--- src/rtl/branch_pc_unit_if.sv ---
// Bundle between the ALU/decode side and the PC unit.
// BRANCH_STATS_EN adds the branch taken / not-taken counter outputs.
`default_nettype none

interface branch_pc_unit_if;
   logic        stall;
   logic        branch;
   logic        jump;
   logic        jalr;
   logic [2:0]  funct3;
   logic        zero;
   logic        negative;
   logic        overflow;
   logic        carry;
   logic [31:0] alu_result;
   logic [31:0] imm_ext;
   logic [31:0] pc;
   logic [31:0] pc_plus4;
   logic        fetch_valid;
   logic        taken;
   logic        trap_valid;
   logic [31:0] trap_epc;
   logic [31:0] trap_tval;
`ifdef BRANCH_STATS_EN
   logic [31:0] br_taken_cnt;
   logic [31:0] br_nt_cnt;
`endif

   modport master (
      output stall, branch, jump, jalr, funct3, zero, negative, overflow,
             carry, alu_result, imm_ext,
      input  pc, pc_plus4, fetch_valid, taken, trap_valid, trap_epc, trap_tval
`ifdef BRANCH_STATS_EN
      , input br_taken_cnt, br_nt_cnt
`endif
   );

   modport slave (
      input  stall, branch, jump, jalr, funct3, zero, negative, overflow,
             carry, alu_result, imm_ext,
      output pc, pc_plus4, fetch_valid, taken, trap_valid, trap_epc, trap_tval
`ifdef BRANCH_STATS_EN
      , output br_taken_cnt, br_nt_cnt
`endif
   );
endinterface

`default_nettype wire

--- src/rtl/branch_pc_unit.sv ---
// branch_pc_unit: PC register, branch/jump resolution and misaligned-target trap FSM.
// Optional macro BRANCH_STATS_EN enables the branch taken/not-taken counters.
`default_nettype none

module branch_pc_unit #(
   parameter logic [31:0] RESET_VECTOR = 32'h0000_0000,
   parameter logic [31:0] TRAP_VECTOR  = 32'h0000_0100
) (
   input  wire logic       clk,
   input  wire logic       rst,
   branch_pc_unit_if.slave bus
);

   typedef enum logic [1:0] {
      S_BOOT = 2'd0,
      S_RUN  = 2'd1,
      S_TRAP = 2'd2
   } state_t;

   state_t      r_state;
   logic [31:0] r_pc;
   logic        r_fetch_valid;
   logic        r_trap_valid;
   logic [31:0] r_trap_epc;
   logic [31:0] r_trap_tval;

   logic        w_cond;
   logic [31:0] w_pc_plus4;
   logic [31:0] w_target;
   logic        w_taken;
   logic        w_misaligned;

   // Flags come from A-B, so carry set means A >= B unsigned.
   always_comb begin
      w_cond = 1'b0;
      case (bus.funct3)
         3'b000:  w_cond = bus.zero;
         3'b001:  w_cond = ~bus.zero;
         3'b100:  w_cond = bus.negative ^ bus.overflow;
         3'b101:  w_cond = ~(bus.negative ^ bus.overflow);
         3'b110:  w_cond = ~bus.carry;
         3'b111:  w_cond = bus.carry;
         default: w_cond = 1'b0;
      endcase
   end

   assign w_pc_plus4   = r_pc + 32'd4;
   assign w_target     = bus.jalr ? (bus.alu_result & ~32'd1) : (r_pc + bus.imm_ext);
   assign w_taken      = r_fetch_valid & (bus.jalr | bus.jump | (bus.branch & w_cond));
   assign w_misaligned = w_taken & (w_target[1:0] != 2'b00);

   always_ff @(posedge clk or posedge rst) begin
      if (rst) begin
         r_state       <= S_BOOT;
         r_pc          <= RESET_VECTOR;
         r_fetch_valid <= 1'b0;
         r_trap_valid  <= 1'b0;
         r_trap_epc    <= 32'd0;
         r_trap_tval   <= 32'd0;
      end else begin
         case (r_state)
            S_BOOT: begin
               r_state       <= S_RUN;
               r_fetch_valid <= 1'b1;
               r_trap_valid  <= 1'b0;
            end
            S_RUN: begin
               r_trap_valid <= 1'b0;
               if (!bus.stall) begin
                  if (w_misaligned) begin
                     r_trap_epc    <= r_pc;
                     r_trap_tval   <= w_target;
                     r_trap_valid  <= 1'b1;
                     r_fetch_valid <= 1'b0;
                     r_state       <= S_TRAP;
                  end else begin
                     r_pc <= w_taken ? w_target : w_pc_plus4;
                  end
               end
            end
            S_TRAP: begin
               r_pc          <= TRAP_VECTOR;
               r_trap_valid  <= 1'b0;
               r_fetch_valid <= 1'b1;
               r_state       <= S_RUN;
            end
            default: begin
               r_state       <= S_BOOT;
               r_fetch_valid <= 1'b0;
               r_trap_valid  <= 1'b0;
            end
         endcase
      end
   end

   assign bus.pc          = r_pc;
   assign bus.pc_plus4    = w_pc_plus4;
   assign bus.fetch_valid = r_fetch_valid;
   assign bus.taken       = w_taken;
   assign bus.trap_valid  = r_trap_valid;
   assign bus.trap_epc    = r_trap_epc;
   assign bus.trap_tval   = r_trap_tval;

`ifdef BRANCH_STATS_EN
   logic [31:0] r_br_taken_cnt;
   logic [31:0] r_br_nt_cnt;

   // A misaligned taken branch still counts as taken.
   always_ff @(posedge clk or posedge rst) begin
      if (rst) begin
         r_br_taken_cnt <= 32'd0;
         r_br_nt_cnt    <= 32'd0;
      end else if ((r_state == S_RUN) && !bus.stall && bus.branch) begin
         if (w_cond) begin
            r_br_taken_cnt <= r_br_taken_cnt + 32'd1;
         end else begin
            r_br_nt_cnt <= r_br_nt_cnt + 32'd1;
         end
      end
   end

   assign bus.br_taken_cnt = r_br_taken_cnt;
   assign bus.br_nt_cnt    = r_br_nt_cnt;
`endif

endmodule

`default_nettype wire
--- src/flat_wrapper.sv ---
// flat-port wrapper written by rule: the top's interface ports become plain ports
module branch_pc_unit_flat 
#(
   parameter logic [31:0] RESET_VECTOR = 32'h0000_0000,
   parameter logic [31:0] TRAP_VECTOR  = 32'h0000_0100
)
  (clk, rst, bus_stall, bus_branch, bus_jump, bus_jalr, bus_funct3, bus_zero, bus_negative, bus_overflow, bus_carry, bus_alu_result, bus_imm_ext, bus_pc, bus_pc_plus4, bus_fetch_valid, bus_taken, bus_trap_valid, bus_trap_epc, bus_trap_tval);
  branch_pc_unit_if bus_i ();
  input  wire logic clk;
  input  wire logic rst;
  input wire logic [$bits(bus_i.stall)-1:0] bus_stall;
  input wire logic [$bits(bus_i.branch)-1:0] bus_branch;
  input wire logic [$bits(bus_i.jump)-1:0] bus_jump;
  input wire logic [$bits(bus_i.jalr)-1:0] bus_jalr;
  input wire logic [$bits(bus_i.funct3)-1:0] bus_funct3;
  input wire logic [$bits(bus_i.zero)-1:0] bus_zero;
  input wire logic [$bits(bus_i.negative)-1:0] bus_negative;
  input wire logic [$bits(bus_i.overflow)-1:0] bus_overflow;
  input wire logic [$bits(bus_i.carry)-1:0] bus_carry;
  input wire logic [$bits(bus_i.alu_result)-1:0] bus_alu_result;
  input wire logic [$bits(bus_i.imm_ext)-1:0] bus_imm_ext;
  output wire logic [$bits(bus_i.pc)-1:0] bus_pc;
  output wire logic [$bits(bus_i.pc_plus4)-1:0] bus_pc_plus4;
  output wire logic [$bits(bus_i.fetch_valid)-1:0] bus_fetch_valid;
  output wire logic [$bits(bus_i.taken)-1:0] bus_taken;
  output wire logic [$bits(bus_i.trap_valid)-1:0] bus_trap_valid;
  output wire logic [$bits(bus_i.trap_epc)-1:0] bus_trap_epc;
  output wire logic [$bits(bus_i.trap_tval)-1:0] bus_trap_tval;
  assign bus_i.stall = bus_stall;
  assign bus_i.branch = bus_branch;
  assign bus_i.jump = bus_jump;
  assign bus_i.jalr = bus_jalr;
  assign bus_i.funct3 = bus_funct3;
  assign bus_i.zero = bus_zero;
  assign bus_i.negative = bus_negative;
  assign bus_i.overflow = bus_overflow;
  assign bus_i.carry = bus_carry;
  assign bus_i.alu_result = bus_alu_result;
  assign bus_i.imm_ext = bus_imm_ext;
  assign bus_pc = bus_i.pc;
  assign bus_pc_plus4 = bus_i.pc_plus4;
  assign bus_fetch_valid = bus_i.fetch_valid;
  assign bus_taken = bus_i.taken;
  assign bus_trap_valid = bus_i.trap_valid;
  assign bus_trap_epc = bus_i.trap_epc;
  assign bus_trap_tval = bus_i.trap_tval;
  branch_pc_unit #(.RESET_VECTOR(RESET_VECTOR), .TRAP_VECTOR(TRAP_VECTOR)) u_core (.clk(clk), .rst(rst), .bus(bus_i));
endmodule
--- config.mk ---
export PLATFORM = sky130hd
export DESIGN_NAME = branch_pc_unit_flat
export DESIGN_NICKNAME = d
export VERILOG_FILES = /design/src/rtl/branch_pc_unit_if.sv /design/src/rtl/branch_pc_unit.sv /design/src/flat_wrapper.sv
export SDC_FILE = /design/constraint.sdc
export NUM_CORES = 1
export LEC_CHECK = 0
export CAP_MARGIN = 20
export CORE_UTILIZATION = 35
export CTS_BUF_LIST = sky130_fd_sc_hd__clkbuf_16
export DETAILED_ROUTE_END_ITERATION = 7
export PLACE_DENSITY = 0.74
export SLEW_MARGIN = 0
export SYNTH_ARGS = -nofsm -noshare
export SYNTH_HDL_FRONTEND = slang
export SYNTH_SLANG_ARGS = --single-unit
--- constraint.sdc ---
create_clock -name clk -period 5.4 [get_ports clk]
set_clock_uncertainty 0.2 [all_clocks]
set_input_delay 1.08 -clock clk [delete_from_list [all_inputs] [get_ports clk]]
set_output_delay 1.08 -clock clk [all_outputs]
set_load 0.02 [all_outputs]
* Word level (Yosys, flattened, before mapping)
Index checks and enable logic that the tools add are counted.
W data, S select, Z words.
** Word-level totals
- Flip-flop bits (word level) :: 100
- Bits of input ports :: 77
- Word-level logic and storage cells :: 51
- Output and inout port bits :: 131
** Operators by class
- Add/sub/neg operators :: 2
- Mux-type cells :: 15
- Eq/ne operators :: 10
- Reductions and logical operators :: 8
- Bitwise gates (word level) :: 10
** Operator list (number)
- $mux W32 :: 4
- $pmux W32 S2 :: 1
- $add A32 B3 Y32 const B :: 1
- $add A32 B32 Y32 :: 1
- $eq A3 B3 Y1 const B :: 4
- $pmux W1 S6 :: 1
- $reduce_and A3 Y1 :: 2
- $mux W1 :: 5
- $mux W2 :: 2
- $ne A2 B2 Y1 const B :: 2
- $not A1 Y1 :: 4
- $pmux W2 S2 :: 1
- $reduce_bool A2 Y1 :: 2
- $and A1 B1 Y1 :: 3
- $eq A3 B1 Y1 const B :: 1
- $logic_not A3 Y1 :: 1
- $eq A2 B1 Y1 const B :: 1
- $eq A2 B2 Y1 const B :: 1
- $logic_not A2 Y1 :: 1
- $ne A2 B1 Y1 const B :: 1
- $or A1 B1 Y1 :: 2
- $pmux W1 S2 :: 1
- $reduce_and A2 Y1 :: 1
- $reduce_or A2 Y1 :: 1
- $xor A1 B1 Y1 :: 1

* Depth between registers and ports, before layout
Gate-level depths: netlist of run 1.
- Depth after elaboration :: 10
- Mapped depth :: 11
- Depth with buffers taken out :: 10

* Least setup slack after synthesis of run 1
No wires, ideal clock.
- Kind :: input to register
- Start point :: input bus_imm_ext[0]
- End point :: register u_core.r_pc[30], in the netlist u_core.bus.pc[30]
- Data required time :: 5062 ps
- Setup slack :: 1779 ps
- Arrival time :: 3283 ps
- Library setup time :: 138 ps
- Buffers on the path :: 0
- Stages on the path :: 10
- Cell sequence :: ha_1 fa_1 a211oi_1 o21ai_0 a21o_1 a221o_1 o21ai_1 mux2i_1 a2111oi_0 a21oi_1
** Between the ends
- Word-level cells in the longest chain between the ends :: 6
- Elaborated cells on any way between the ends :: 10
- Classes of those cells :: add/sub: 1; eq/ne: 1; mux: 5; bitwise: 1; reduce/logical: 2
** Ends and longest elaborated chain
- start: declaration :: line flat_wrapper.sv:21 : input wire logic [$bits(bus_i.imm_ext)-1:0] bus_imm_ext;
- $add A32 B32 Y32 * :: line branch_pc_unit.sv:48 : assign w_target = bus.jalr ? (bus.alu_result & ~32'd1) : (r_pc + bus.imm_ext);
- $mux W32 * :: line branch_pc_unit.sv:48
- $mux W32 or $reduce_bool A2 Y1 (tied branches) :: line branch_pc_unit.sv:77, branch_pc_unit.sv:50
- $mux W32 or $and A1 B1 Y1 (tied branches) :: line branch_pc_unit.sv:70, branch_pc_unit.sv:50
- $mux W32 or $ne A2 B2 Y1 (tied branches)
- $pmux W32 S2 or $reduce_and A3 Y1 (tied branches)
- end signal: assignment :: line branch_pc_unit.sv:77 : r_pc <= w_taken ? w_target : w_pc_plus4;
- end: declaration :: line branch_pc_unit.sv:21 : logic [31:0] r_pc;
Every way passes the cells marked *; elsewhere a longest branch is shown, timed or not. The select of a mux whose other input is x is not followed.
A chain may end at the register's enable or synchronous reset.

* Worst setup path in the final report of run 1
- Start point :: input bus_funct3[0]
- End point :: output bus_taken
** Between the ends
- Word-level cells in the longest chain between the ends :: 5
- Elaborated cells on any way between the ends :: 10
- Classes of those cells :: eq/ne: 5; mux: 1; bitwise: 3; reduce/logical: 1
** Ends and longest elaborated chain
- start: declaration :: line flat_wrapper.sv:15 : input wire logic [$bits(bus_i.funct3)-1:0] bus_funct3;
- $eq A3 B3 Y1, or another cell as far along :: line branch_pc_unit.sv:36 : case (bus.funct3)
- $pmux W1 S6 * :: line branch_pc_unit.sv:36
- $and A1 B1 Y1 * :: line branch_pc_unit.sv:49 : assign w_taken = r_fetch_valid & (bus.jalr | bus.jump | (bus.branch & w_cond));
- $or A1 B1 Y1 * :: line branch_pc_unit.sv:49
- $and A1 B1 Y1 * :: line branch_pc_unit.sv:49
- end: declaration :: line flat_wrapper.sv:25 : output wire logic [$bits(bus_i.taken)-1:0] bus_taken;
Every way passes the cells marked *; elsewhere a longest branch is shown, timed or not.

==> impl_metrics.tcl, run 1 <==
set metrics [dict create \
    status "completed" \
    grt_pass1_vias 6186 \
    synth.area.top_cells "dfrtp_1 37%, nand2_1 9.1%, ha_1 6.0%, o21ai_0 4.7%, xnor2_1 4.4%" \
    endpoint_kind "output port" \
    dieArea_um2 19700 \
    die_y_um 140 \
    synth_mux_area_share_pct 1.98 \
    synth_commonest_cells "163 x nand2_1, 99 x dfrtp_1, 63 x o21ai_0, 54 x a21oi_1, 44 x nor2_1" \
    maxSlewViolCount 0 \
    min_to "u_core.bus.trap_epc[16]" \
    min-delay-start "u_core.bus.trap_epc[16]" \
    clk_pin_slew_ns 0.07 \
    finalCriticalPeriod_ns 4.74 \
    globalplace.congestion 0.928 \
    timing.final.crit_share_pct 87.7 \
    worst-setup-path-type "input port to output port" \
    synth_ff_type "dfrtp_1" \
    post_drt_wl_per_cell_um 18.8 \
    min_path_type "flip-flop to flip-flop" \
    synth_cells 801 \
    slew_headroom_pct 37.6 \
    clockRootBuffer "clkbuf_16" \
    core_area_um2 18800 \
    worst_pin_slew_ns 0.934 \
    place_area_um2 8890 \
    synth-xor-area-share_pct 7.78 \
    wirelength_mm 22.9 \
    ys_types 69 \
    drtAntennaViolNets 0 \
    synth_compound_area_share_pct 21.7 \
    cts_hold_buf 0 \
    synth_adder_area_share_pct 6.27 \
    fin_cells 1216 \
    vias 6733 \
    htreeDepth 3 \
    cts-buffers-inserted 9 \
    power_density_nw_per_um2 585 \
    drt-initial-drc-count 529 \
    worst_r2r_endpoint "u_core.bus.pc[23]" \
    vias_per_cell 5.54 \
    post_cts_resized 0 \
    syn_area_um2 6700 \
    antenna_found_initial 1 \
    timing.rr.start "u_core.bus.pc[0]" \
    cts_tree "done" \
    io_pins 208 \
    clock_latency_ns 0.35 \
    synth_edf_count 0 \
    cts_buffer_depth 2 \
    drive_gt1_share_pct 4.58 \
    syn-num-nets 911 \
    grt_pass1_wl_mm 34.6 \
    setup_tns_ns 0 \
    hold_depth 2 \
    rows 50 \
    maxCapViolations 0 \
    rsz0062_at_grt "false" \
    arrival_ns 3.46 \
    design_area_um2 9180 \
    synthSimpleGateAreaFrac_pct 21.2 \
    grt_max_degree 90 \
    cts_setup_buffers 0 \
    crit_path_max_fanout 13 \
    regToRegSetupSlack_ns 1.80 \
    yosys_warnings 0 \
    syn_avg_cell_area_um2 8.37 \
    grt_usage_pct 22.8 \
    async_reset_ff_share_pct 100 \
    hpwl_mm 17.7 \
    p_leak_nw 4.00 \
    ys_seq_area_share_pct 37.0 \
    synth_top_area_share_pct 37.0 \
    peakVddDrop_v 0.000156 \
    drc_errors 0 \
    reg2regPathDepth 10 \
    synth.most_common_cell "nand2_1" \
    setup_viol 0 \
    ys_seq_elements 99 \
    critPathLaunchType "input port" \
    required_ns 4.12 \
    cts_sinks 99 \
    fin_nets 1087 \
    area_growth_pct 36.9 \
    place_inst 1200 \
    utilization_pct 48.9 \
    grt-ovfl-total 0 \
    max_freq_mhz 211 \
    finalHoldViolations 0 \
    firstDrtPassIters 5 \
    n_antenna_cell 0 \
    port_buffers 206 \
    synth_area_leader_cell "dfrtp_1" \
    synth_top_family_by_area "compound AO/OA/AOI/OAI gates" \
    dieWidth_um 140 \
    start_util_pct 35.7 \
]
-- critical path: stages --
cell and delay (ns):
clkdlybuf4s50_1 0.55, xnor3_1 0.42, nor3b_1 0.19, o31a_2 0.23, o31ai_4 0.07, inv_2 0.23
clkdlybuf4s50_1 0.68
-- registers in the layout (all words and copies together) (netlist names) --
| name | flops |
|---|---|
| u_core.bus.pc | 32 |
| u_core.bus.trap_epc | 32 |
| u_core.bus.trap_tval | 32 |
| u_core.bus.trap_valid | 1 |
| u_core.r_state | 2 |
-- cell type report --
class / count / area [µm²]
tap: 234 / 293
sequential: 99 / 2480
multi-input combinational: 639 / 3950
inverter: 14 / 55.1
clock inverter: 7 / 58.8
timing repair buffer: 214 / 2120
fill: 1746 / 9590
clock buffer: 9 / 225
-- per-layer routing --
metal	GRT usage, %	vias to the layer above	wire (µm)
li1	-	3221	-
met1	32.8	3176	10600
met4	10.6	2	886
met2	33.8	282	9950
met5	0	-	11
met3	3.11	52	1450
-- worst max-delay path by stage --
| stage | depth (start not counted) | from | slack (ns) | end |
|---|---|---|---|---|
| global placement | 7 | bus_funct3[0] | 0.73 | bus_taken |
| CTS | 7 | bus_funct3[0] | 0.68 | bus_taken |
| floorplan | 1 | rst | 1.53 | u_core.bus.pc[0] |
| global route | 7 | bus_funct3[0] | 0.59 | bus_taken |
| detailed placement | 7 | bus_funct3[0] | 0.68 | bus_taken |
| finish | 7 | bus_funct3[0] | 0.66 | bus_taken |
-- power by group --
part,total (mW),switching [mW],internal [mW]
combinational,3.27,1.82,1.45
sequential,1.46,0.410,1.05
clock,0.636,0.315,0.321
-- cell families after synthesis --
group | Yosys count
compound gates | 226
xor+xnor | 58
fa+ha+maj | 33
buf+inv | 63
flops | 99
mux | 13
simple gates | 309
-- cell usage in the layout (no fill, tap or decap), types with 9 or more instances in the layout --
cell type	netlist	routed
nand4_1	11	11
nand2_1	163	163
mux2i_1	11	11
ha_1	32	32
o22ai_1	10	10
xnor2_1	34	34
a21o_1	13	13
a211oi_1	12	12
clkbuf_16	0	9
a21oi_1	54	54
o21ai_0	63	63
a22oi_1	13	13
nand3_1	22	22
and3_1	14	14
inv_1	12	11
xor2_1	23	23
dfrtp_1	99	99
nor3_1	17	17
clkdlybuf4s50_1	0	205
nor2_1	44	44
-- per-stage QoR --
| step | hold WS [ns] | setup slack (ns) | total power [mW] |
|---|---|---|---|
| after global placement | 0.260 | 0.728 | 4.66 |
| after global routing | 0.299 | 0.593 | 5.68 |
| final | 0.277 | 0.664 | 5.37 |
| after CTS | 0.282 | 0.683 | 5.34 |
| after floorplan | 0.308 | 1.53 | 3.27 |
| after detailed placement | 0.264 | 0.675 | 4.71 |
(Power assumes the default switching activity.)
==> run 2, diff against run 1 <==
--- a/config.mk
+++ b/config.mk
@@ -5,7 +5,7 @@
 export SDC_FILE = /design/constraint.sdc
 export NUM_CORES = 1
 export LEC_CHECK = 0
-export CAP_MARGIN = 20
+export CAP_MARGIN = 10
 export CORE_UTILIZATION = 35
 export CTS_BUF_LIST = sky130_fd_sc_hd__clkbuf_16
 export DETAILED_ROUTE_END_ITERATION = 7
==> results of run 2 <==
Final layout, timing and power as in run 1 (identical DEF).
